`config.mk`:
```
export PLATFORM = sky130hd
export DESIGN_NAME = win_r_seq_flat
export DESIGN_NICKNAME = d
export VERILOG_FILES = /design/src/rtl/win_pkg.sv /design/src/rtl/win_r_seq_if.sv /design/src/rtl/win_r_seq.sv /design/src/flat_wrapper.sv
export SDC_FILE = /design/constraint.sdc
export NUM_CORES = 1
export LEC_CHECK = 0
export ABC_AREA = 0
export ABC_CLOCK_PERIOD_IN_PS = 3980
export BUFFER_PORTS_ARGS = -buffer_cell sky130_fd_sc_hd__buf_2
export CORE_MARGIN = 2
export CORE_UTILIZATION = 48
export CTS_BUF_LIST = sky130_fd_sc_hd__clkbuf_2 sky130_fd_sc_hd__clkbuf_4 sky130_fd_sc_hd__clkbuf_8
export CTS_CLUSTER_SIZE = 28
export DETAILED_ROUTE_END_ITERATION = 10
export HOLD_SLACK_MARGIN = 0.02
export PLACE_DENSITY_LB_ADDON = 0.2
export SYNTH_ARGS = -nofsm -noshare
export SYNTH_HDL_FRONTEND = slang
export SYNTH_SLANG_ARGS = --single-unit
```
`constraint.sdc`:
```
create_clock -name clk -period 3.98 [get_ports clk]
set_input_delay 0.796 -clock clk [delete_from_list [all_inputs] [get_ports clk]]
set_output_delay 0.796 -clock clk [all_outputs]
set_load 0.005 [all_outputs]
```
`src/rtl/win_pkg.sv`:
```
// Shared definitions for the range-window stage and its frame sequencer:
// legal chirp modes, window-ROM base table, per-mode sample limits, FSM states.
package win_pkg;

  localparam int unsigned MAX_SMP   = 4096;
  localparam int unsigned ROM_DEPTH = 8192;
  localparam int unsigned CFG_W     = 16;
  localparam int unsigned ADDR_W    = 13;
  localparam int unsigned SMP_CNT_W = 13;
  localparam int unsigned DATA_W    = 32;

  localparam logic [CFG_W-1:0] CHIRP_32  = 16'd32;
  localparam logic [CFG_W-1:0] CHIRP_64  = 16'd64;
  localparam logic [CFG_W-1:0] CHIRP_128 = 16'd128;

  localparam logic [ADDR_W-1:0] BASE_128 = 13'd0;
  localparam logic [ADDR_W-1:0] BASE_64  = 13'd5120;
  localparam logic [ADDR_W-1:0] BASE_32  = 13'd1024;

  localparam logic [CFG_W-1:0] LIMIT_128 = 16'd1024;
  localparam logic [CFG_W-1:0] LIMIT_64  = 16'd3072;
  localparam logic [CFG_W-1:0] LIMIT_32  = 16'd4096;

  typedef enum logic [1:0] {
    ST_IDLE = 2'd0,
    ST_RUN  = 2'd1,
    ST_DONE = 2'd2
  } state_t;

  typedef struct packed {
    logic              ok;
    logic [ADDR_W-1:0] base;
  } cfg_chk_t;

  // Validate a frame config and return the window-ROM base for its chirp mode.
  function automatic cfg_chk_t cfg_check(input logic [CFG_W-1:0] chirp_num,
                                         input logic [CFG_W-1:0] sample_num);
    cfg_chk_t         r;
    logic [CFG_W-1:0] limit;
    r.ok   = 1'b0;
    r.base = '0;
    limit  = '0;
    case (chirp_num)
      CHIRP_128: begin r.ok = 1'b1; r.base = BASE_128; limit = LIMIT_128; end
      CHIRP_64:  begin r.ok = 1'b1; r.base = BASE_64;  limit = LIMIT_64;  end
      CHIRP_32:  begin r.ok = 1'b1; r.base = BASE_32;  limit = LIMIT_32;  end
      default:   r.ok = 1'b0;
    endcase
    if (sample_num == '0 || sample_num > limit || 32'(sample_num) > MAX_SMP)
      r.ok = 1'b0;
    if (32'(r.base) + 32'(sample_num) > ROM_DEPTH)
      r.ok = 1'b0;
    return r;
  endfunction

endpackage

```
`src/rtl/win_r_seq_if.sv`:
```
// Raw ADC beat input and framed beat output toward the window stage.
interface win_r_seq_if;
  import win_pkg::*;

  logic              adc_in_valid;
  logic [DATA_W-1:0] adc_in_data;
  logic              adc_data_valid;
  logic [DATA_W-1:0] adc_data;
  logic              adc_data_sop;
  logic              adc_data_eop;

  modport slave (
    input  adc_in_valid, adc_in_data,
    output adc_data_valid, adc_data, adc_data_sop, adc_data_eop
  );

  modport master (
    output adc_in_valid, adc_in_data,
    input  adc_data_valid, adc_data, adc_data_sop, adc_data_eop
  );
endinterface

```
`src/rtl/win_r_seq.sv`:
```
// Frame/chirp sequencer: validates and latches the frame config, cuts the raw
// ADC stream into chirp packets with sop/eop, and reports frame status.
module win_r_seq
  import win_pkg::*;
(
  input  logic              clk,
  input  logic              rst_n,
  input  logic              frame_start,
  input  logic              abort,
  input  logic [CFG_W-1:0]  cfg_sample_num,
  input  logic [CFG_W-1:0]  cfg_chirp_num,
  input  logic [CFG_W-1:0]  cfg_adc_truncation,
  win_r_seq_if.slave        adc,
  output logic [CFG_W-1:0]  sample_num,
  output logic [CFG_W-1:0]  chirp_num,
  output logic [CFG_W-1:0]  adc_truncation,
  output logic [ADDR_W-1:0] win_base_addr,
  output logic [CFG_W-1:0]  chirp_idx,
  output logic              busy,
  output logic              frame_done,
  output logic              cfg_err
);

  state_t                 state_q, state_d;
  logic [SMP_CNT_W-1:0]   smp_cnt_q, smp_cnt_d;
  logic [CFG_W-1:0]       sample_num_d, chirp_num_d, adc_truncation_d, chirp_idx_d;
  logic [ADDR_W-1:0]      win_base_addr_d;
  logic                   busy_d, frame_done_d, cfg_err_d;
  logic                   valid_q, valid_d, sop_q, sop_d, eop_q, eop_d;
  logic [DATA_W-1:0]      data_q, data_d;
  cfg_chk_t               chk;
  logic                   last_smp, last_chirp;

  assign adc.adc_data_valid = valid_q;
  assign adc.adc_data       = data_q;
  assign adc.adc_data_sop   = sop_q;
  assign adc.adc_data_eop   = eop_q;

  // State and output registers.
  always_ff @(posedge clk) begin
    if (!rst_n) begin
      state_q        <= ST_IDLE;
      smp_cnt_q      <= '0;
      sample_num     <= '0;
      chirp_num      <= '0;
      adc_truncation <= '0;
      win_base_addr  <= '0;
      chirp_idx      <= '0;
      busy           <= 1'b0;
      frame_done     <= 1'b0;
      cfg_err        <= 1'b0;
      valid_q        <= 1'b0;
      sop_q          <= 1'b0;
      eop_q          <= 1'b0;
      data_q         <= '0;
    end else begin
      state_q        <= state_d;
      smp_cnt_q      <= smp_cnt_d;
      sample_num     <= sample_num_d;
      chirp_num      <= chirp_num_d;
      adc_truncation <= adc_truncation_d;
      win_base_addr  <= win_base_addr_d;
      chirp_idx      <= chirp_idx_d;
      busy           <= busy_d;
      frame_done     <= frame_done_d;
      cfg_err        <= cfg_err_d;
      valid_q        <= valid_d;
      sop_q          <= sop_d;
      eop_q          <= eop_d;
      data_q         <= data_d;
    end
  end

  // Next-state and next-output logic; abort overrides every state.
  always_comb begin
    state_d          = state_q;
    smp_cnt_d        = smp_cnt_q;
    sample_num_d     = sample_num;
    chirp_num_d      = chirp_num;
    adc_truncation_d = adc_truncation;
    win_base_addr_d  = win_base_addr;
    chirp_idx_d      = chirp_idx;
    busy_d           = busy;
    frame_done_d     = 1'b0;
    cfg_err_d        = 1'b0;
    valid_d          = 1'b0;
    sop_d            = 1'b0;
    eop_d            = 1'b0;
    data_d           = data_q;
    chk              = cfg_check(cfg_chirp_num, cfg_sample_num);
    last_smp         = (CFG_W'(smp_cnt_q) == sample_num - 16'd1);
    last_chirp       = (chirp_idx == chirp_num - 16'd1);

    if (abort) begin
      state_d     = ST_IDLE;
      busy_d      = 1'b0;
      smp_cnt_d   = '0;
      chirp_idx_d = '0;
    end else begin
      case (state_q)
        ST_IDLE: begin
          if (frame_start) begin
            if (chk.ok) begin
              sample_num_d     = cfg_sample_num;
              chirp_num_d      = cfg_chirp_num;
              adc_truncation_d = cfg_adc_truncation;
              win_base_addr_d  = chk.base;
              busy_d           = 1'b1;
              chirp_idx_d      = '0;
              smp_cnt_d        = '0;
              state_d          = ST_RUN;
            end else begin
              cfg_err_d = 1'b1;
            end
          end
        end
        ST_RUN: begin
          if (adc.adc_in_valid) begin
            valid_d = 1'b1;
            data_d  = adc.adc_in_data;
            sop_d   = (smp_cnt_q == '0);
            eop_d   = last_smp;
            if (last_smp) begin
              smp_cnt_d = '0;
              // The final chirp index is held until the next accepted frame.
              if (last_chirp) state_d = ST_DONE;
              else            chirp_idx_d = chirp_idx + 16'd1;
            end else begin
              smp_cnt_d = SMP_CNT_W'(smp_cnt_q + 13'd1);
            end
          end
        end
        ST_DONE: begin
          frame_done_d = 1'b1;
          busy_d       = 1'b0;
          state_d      = ST_IDLE;
        end
        default: state_d = ST_IDLE;
      endcase
    end
  end

endmodule

```
`src/flat_wrapper.sv`:
```
// flat-port wrapper written by rule: the top's interface ports become plain ports
module win_r_seq_flat import win_pkg::*;
  (clk, rst_n, frame_start, abort, cfg_sample_num, cfg_chirp_num, cfg_adc_truncation, sample_num, chirp_num, adc_truncation, win_base_addr, chirp_idx, busy, frame_done, cfg_err, adc_adc_in_valid, adc_adc_in_data, adc_adc_data_valid, adc_adc_data, adc_adc_data_sop, adc_adc_data_eop);
  win_r_seq_if adc_i ();
  input  logic clk;
  input  logic rst_n;
  input  logic frame_start;
  input  logic abort;
  input  logic [CFG_W-1:0] cfg_sample_num;
  input  logic [CFG_W-1:0] cfg_chirp_num;
  input  logic [CFG_W-1:0] cfg_adc_truncation;
  output logic [CFG_W-1:0] sample_num;
  output logic [CFG_W-1:0] chirp_num;
  output logic [CFG_W-1:0] adc_truncation;
  output logic [ADDR_W-1:0] win_base_addr;
  output logic [CFG_W-1:0] chirp_idx;
  output logic busy;
  output logic frame_done;
  output logic cfg_err;
  input wire logic [$bits(adc_i.adc_in_valid)-1:0] adc_adc_in_valid;
  input wire logic [$bits(adc_i.adc_in_data)-1:0] adc_adc_in_data;
  output wire logic [$bits(adc_i.adc_data_valid)-1:0] adc_adc_data_valid;
  output wire logic [$bits(adc_i.adc_data)-1:0] adc_adc_data;
  output wire logic [$bits(adc_i.adc_data_sop)-1:0] adc_adc_data_sop;
  output wire logic [$bits(adc_i.adc_data_eop)-1:0] adc_adc_data_eop;
  assign adc_i.adc_in_valid = adc_adc_in_valid;
  assign adc_i.adc_in_data = adc_adc_in_data;
  assign adc_adc_data_valid = adc_i.adc_data_valid;
  assign adc_adc_data = adc_i.adc_data;
  assign adc_adc_data_sop = adc_i.adc_data_sop;
  assign adc_adc_data_eop = adc_i.adc_data_eop;
  win_r_seq u_core (.clk(clk), .rst_n(rst_n), .frame_start(frame_start), .abort(abort), .cfg_sample_num(cfg_sample_num), .cfg_chirp_num(cfg_chirp_num), .cfg_adc_truncation(cfg_adc_truncation), .adc(adc_i), .sample_num(sample_num), .chirp_num(chirp_num), .adc_truncation(adc_truncation), .win_base_addr(win_base_addr), .chirp_idx(chirp_idx), .busy(busy), .frame_done(frame_done), .cfg_err(cfg_err));
endmodule
```
==> run_results.csv <==
group,metric,value,unit
global_routing,grt_pass1_wl,26.8,mm
drt,drtIter0Drc,370,
synth,synthDominantCellAreaShare,38.5,%
synth,synth.area.top_cells,"dfxtp_1 39%, nand2_1 9.3%, a21boi_0 7.4%",
global_routing,grt_max_degree,51,
placed_design,post-dp-hpwl,11.9,mm
timing,relSlewSlack,51.3,%
clocking,cts_buffer_depth,2,
final_layout,antenna_cells,0,
final_layout,layout-drive-gt1-share,28.2,%
pwr,peakVddDrop,0.000268,V
synth,synthArstFlopShare,0,%
status,status,"completed",
setup_path,crit_required,4.32,ns
global_routing,gr-usage-all-layers,23.9,%
final_layout,final_cells,1111,
synth,synth_ff_type,"dfxtp_1",
floorplanning,start_util,49.0,%
floorplanning,die-width,118,um
min_path,hold_path_depth,2,
global_routing,antenna_found_initial,0,
setup_path,path_class,"input pin to flop",
clocking,cts_root_buffer,"clkbuf_8",
drt,firstDrtPassIters,5,
timing,setup_viol,0,
drt,vias,5718,
pwr,power_density,306,nW/um^2
clocking,htree_levels,4,
global_routing,overflow,0,
synth,synth_area_per_cell,8.33,um^2
synth,ys_seq_area_share,38.5,%
floorplanning,num_io_pins,200,
pwr,total_power,0.00237,W
synth,yosys_warnings,0,
timing,maxSlewViolCount,0,
synth,synth_edf_count,0,
synth,synth_top_area_cell,"dfxtp_1",
drt,routed_via_density,5.15,
drt,post_drt_wl_per_cell,14.7,um
global_routing,grt_pass1_vias,5322,
final_layout,syn_to_final_growth,24.9,%
placed_design,io_buffer_count,188,
min_path,hold_path.class,"flop to flop",
timing,fin_skew,0.0104,ns
floorplanning,core,12600,um^2
floorplanning,die_y,118,um
setup_path,endpoint_kind,"flop",
pwr,comb_power_share,4.2,%
final_layout,post-route-util,61.2,%
timing,fin_crit,3.65,ns
drt,wl,16.4,mm
final_layout,final_nets,1024,
pwr,p_leak,3.46,nW
setup_path,crit_arrival,3.99,ns
synth,yosys_register_bits,119,
timing,grt_setup_unrepaired,"false",
setup_path,worstRegToRegCells,10,
clocking,cts_tree,"done",
floorplanning,rows,41,
setup_path,startpoint_type,"input pin",
placed_design,gp_congestion,0.844,
pwr,swShare,22.1,%
clocking,clock_latency,0.44,ns
clocking,cts_setup_buffers,0,
timing,tightest_slew,0.729,ns
placed_design,dp_cells,1081,
floorplanning,dieArea,13800,um^2
timing,hold_viol,0,
clocking,path_clk_slew,0.07,ns
drt,ant_nets,0,
synth,syn_area,6190,um^2
timing,finalCritPeriodShare,91.7,%
setup_path,cp_max_fo,7,
pwr,clockPowerShare,45.5,%
clocking,clock-sinks,119,
pwr,p_seq_share,50.3,%
drt,drc,0,
flow_run,drv_cap,0,
pwr,p_int,0.00184,W
synth,netlist_instances,743,
timing,fmax,0.274,GHz
synth,synth.distinct_cells,71,
pwr,switching_power,0.000523,W
clocking,cts_made_buffers,17,
worst max-delay path: stages:
cell and delay (ns):
buf_2 0.11, nor4_1 0.26, nand4_1 0.20, or2_2 0.34, a21oi_2 0.14, ha_1 0.20
ha_1 0.25, o41ai_2 0.37, nand4_1 0.17, o31a_1 0.40, a2111oi_4 0.29, buf_4 0.20
a31oi_1 0.08, o21a_1 0.18
per-layer routing:
metal / global-route usage, % / up-vias / share of wire [%]
met1: 30.3 / 2589 / 46
met2: 38.2 / 178 / 46
met5: 0 / - / 0
met4: 7.08 / 0 / 1.3
li1: - / 2937 / -
met3: 8.87 / 14 / 6.8
repair_timing:
action,CTS,global route
setup endpoints to repair,0,65
resized for setup,0,2
endpoints found under the hold margin,0,0
hold buffers,0,0
registers in the layout (all words and copies together) (netlist names):
name                       cells
u_core.adc.adc_data           32
u_core.adc_truncation         16
u_core.chirp_idx              16
u_core.chirp_num              16
u_core.sample_num             16
u_core.smp_cnt_q              13
u_core.state_q                 2
u_core.win_base_addr           2
u_core.adc.adc_data_eop        1
u_core.adc.adc_data_sop        1
u_core.adc.adc_data_valid      1
u_core.busy                    1
u_core.cfg_err                 1
u_core.frame_done              1
layout make-up:
class,count,area (um^2)
Fill cell,1219,4890
Multi-Input combinational cell,572,3580
Sequential cell,119,2380
Timing Repair Buffer,206,1110
Clock buffer,22,284
Tap cell,172,215
Clock inverter,8,100
Inverter,12,45.0
metrics by stage:
| step | hold slack, ns | area (um^2) | setup WS (ns) | setup TNS (ns) |
|---|---|---|---|---|
| after floorplan | 0.457 | 6220 | 0.0479 | 0 |
| after global placement | 0.446 | 7330 | -0.0864 | -0.559 |
| after detailed placement | 0.456 | 7330 | -0.249 | -9.39 |
| after CTS | 0.465 | 7710 | 0.217 | 0 |
| after global routing | 0.487 | 7720 | 0.0372 | 0 |
| final | 0.460 | 7720 | 0.331 | 0 |
synthesized netlist by cell type, drive strengths merged, types with 15 or more instances:
| cell | number |
|---|---|
| a21oi | 17 |
| xor2 | 29 |
| xnor2 | 22 |
| a21boi | 67 |
| nand2 | 153 |
| nor4 | 16 |
| nand2b | 15 |
| and3 | 28 |
| nand3 | 22 |
| clkbuf | 34 |
| nor2 | 47 |
| buf | 16 |
| dfxtp | 119 |
cells by family after synthesis:
kind of cell	after synthesis	synth area share, %
fa+ha+maj	11	2.22
buf+inv	62	4.51
flops	119	38.5
mux	7	1.17
xor+xnor	51	7.22
simple gates	352	28.9
compound gates	140	17.4
other cells	1	0.0606
power groups by stage:
stage	combinational [W]	sequential (W)	clock, W
6_report	0.0000987	0.00119	0.00108
5_1_grt	0.000109	0.00119	0.00116
4_1_cts	0.0000979	0.00119	0.00110
3_5_place_dp	0.0000974	0.00122	0
3_3_place_gp	0.0000968	0.00122	0
2_1_floorplan	0.0000447	0.00122	0
placed cells by master (no fill, tap or decap), types with 3 or more instances in the layout:
master    synthesis  layout
a211oi_1          4       4
a21boi_0         61      61
a21boi_1          6       6
a21oi_1          17      16
a31oi_1           7       7
and2_1            4       4
and3_1           27      27
and4_1            8       8
buf_12            0       3
buf_2             4     188
buf_4            11      15
clkbuf_4          0       3
clkbuf_8          0      19
clkinv_2          0       3
conb_1            1      11
dfxtp_1         119     119
ha_1             11      11
inv_1            12      12
mux2i_1           5       5
nand2_1         153     153
nand2b_1         15      15
nand3_1          22      22
nand4_1          14      14
nor2_1           47      46
nor2b_1           6       6
nor3_1           13      13
nor3b_1           6       6
nor4_1           10      10
nor4_2            4       3
nor4_4            2       3
o21ai_0          10      10
o31a_1            3       3
or3_1             4       4
or4_1             4       4
xnor2_1          22      22
xor2_1           29      29
path summary, 6_finish.rpt:
path,startpoint,to,slack [ns]
worst min-delay path,u_core.adc.adc_data[28],u_core.adc.adc_data[28],0.46
worst max register to register,u_core.sample_num[5],u_core.chirp_idx[13],0.67
worst min register to register,u_core.adc.adc_data[28],u_core.adc.adc_data[28],0.46
worst max-delay path,cfg_chirp_num[2],u_core.chirp_idx[13],0.33
No activity file was read; power rests on OpenSTA's default activity.
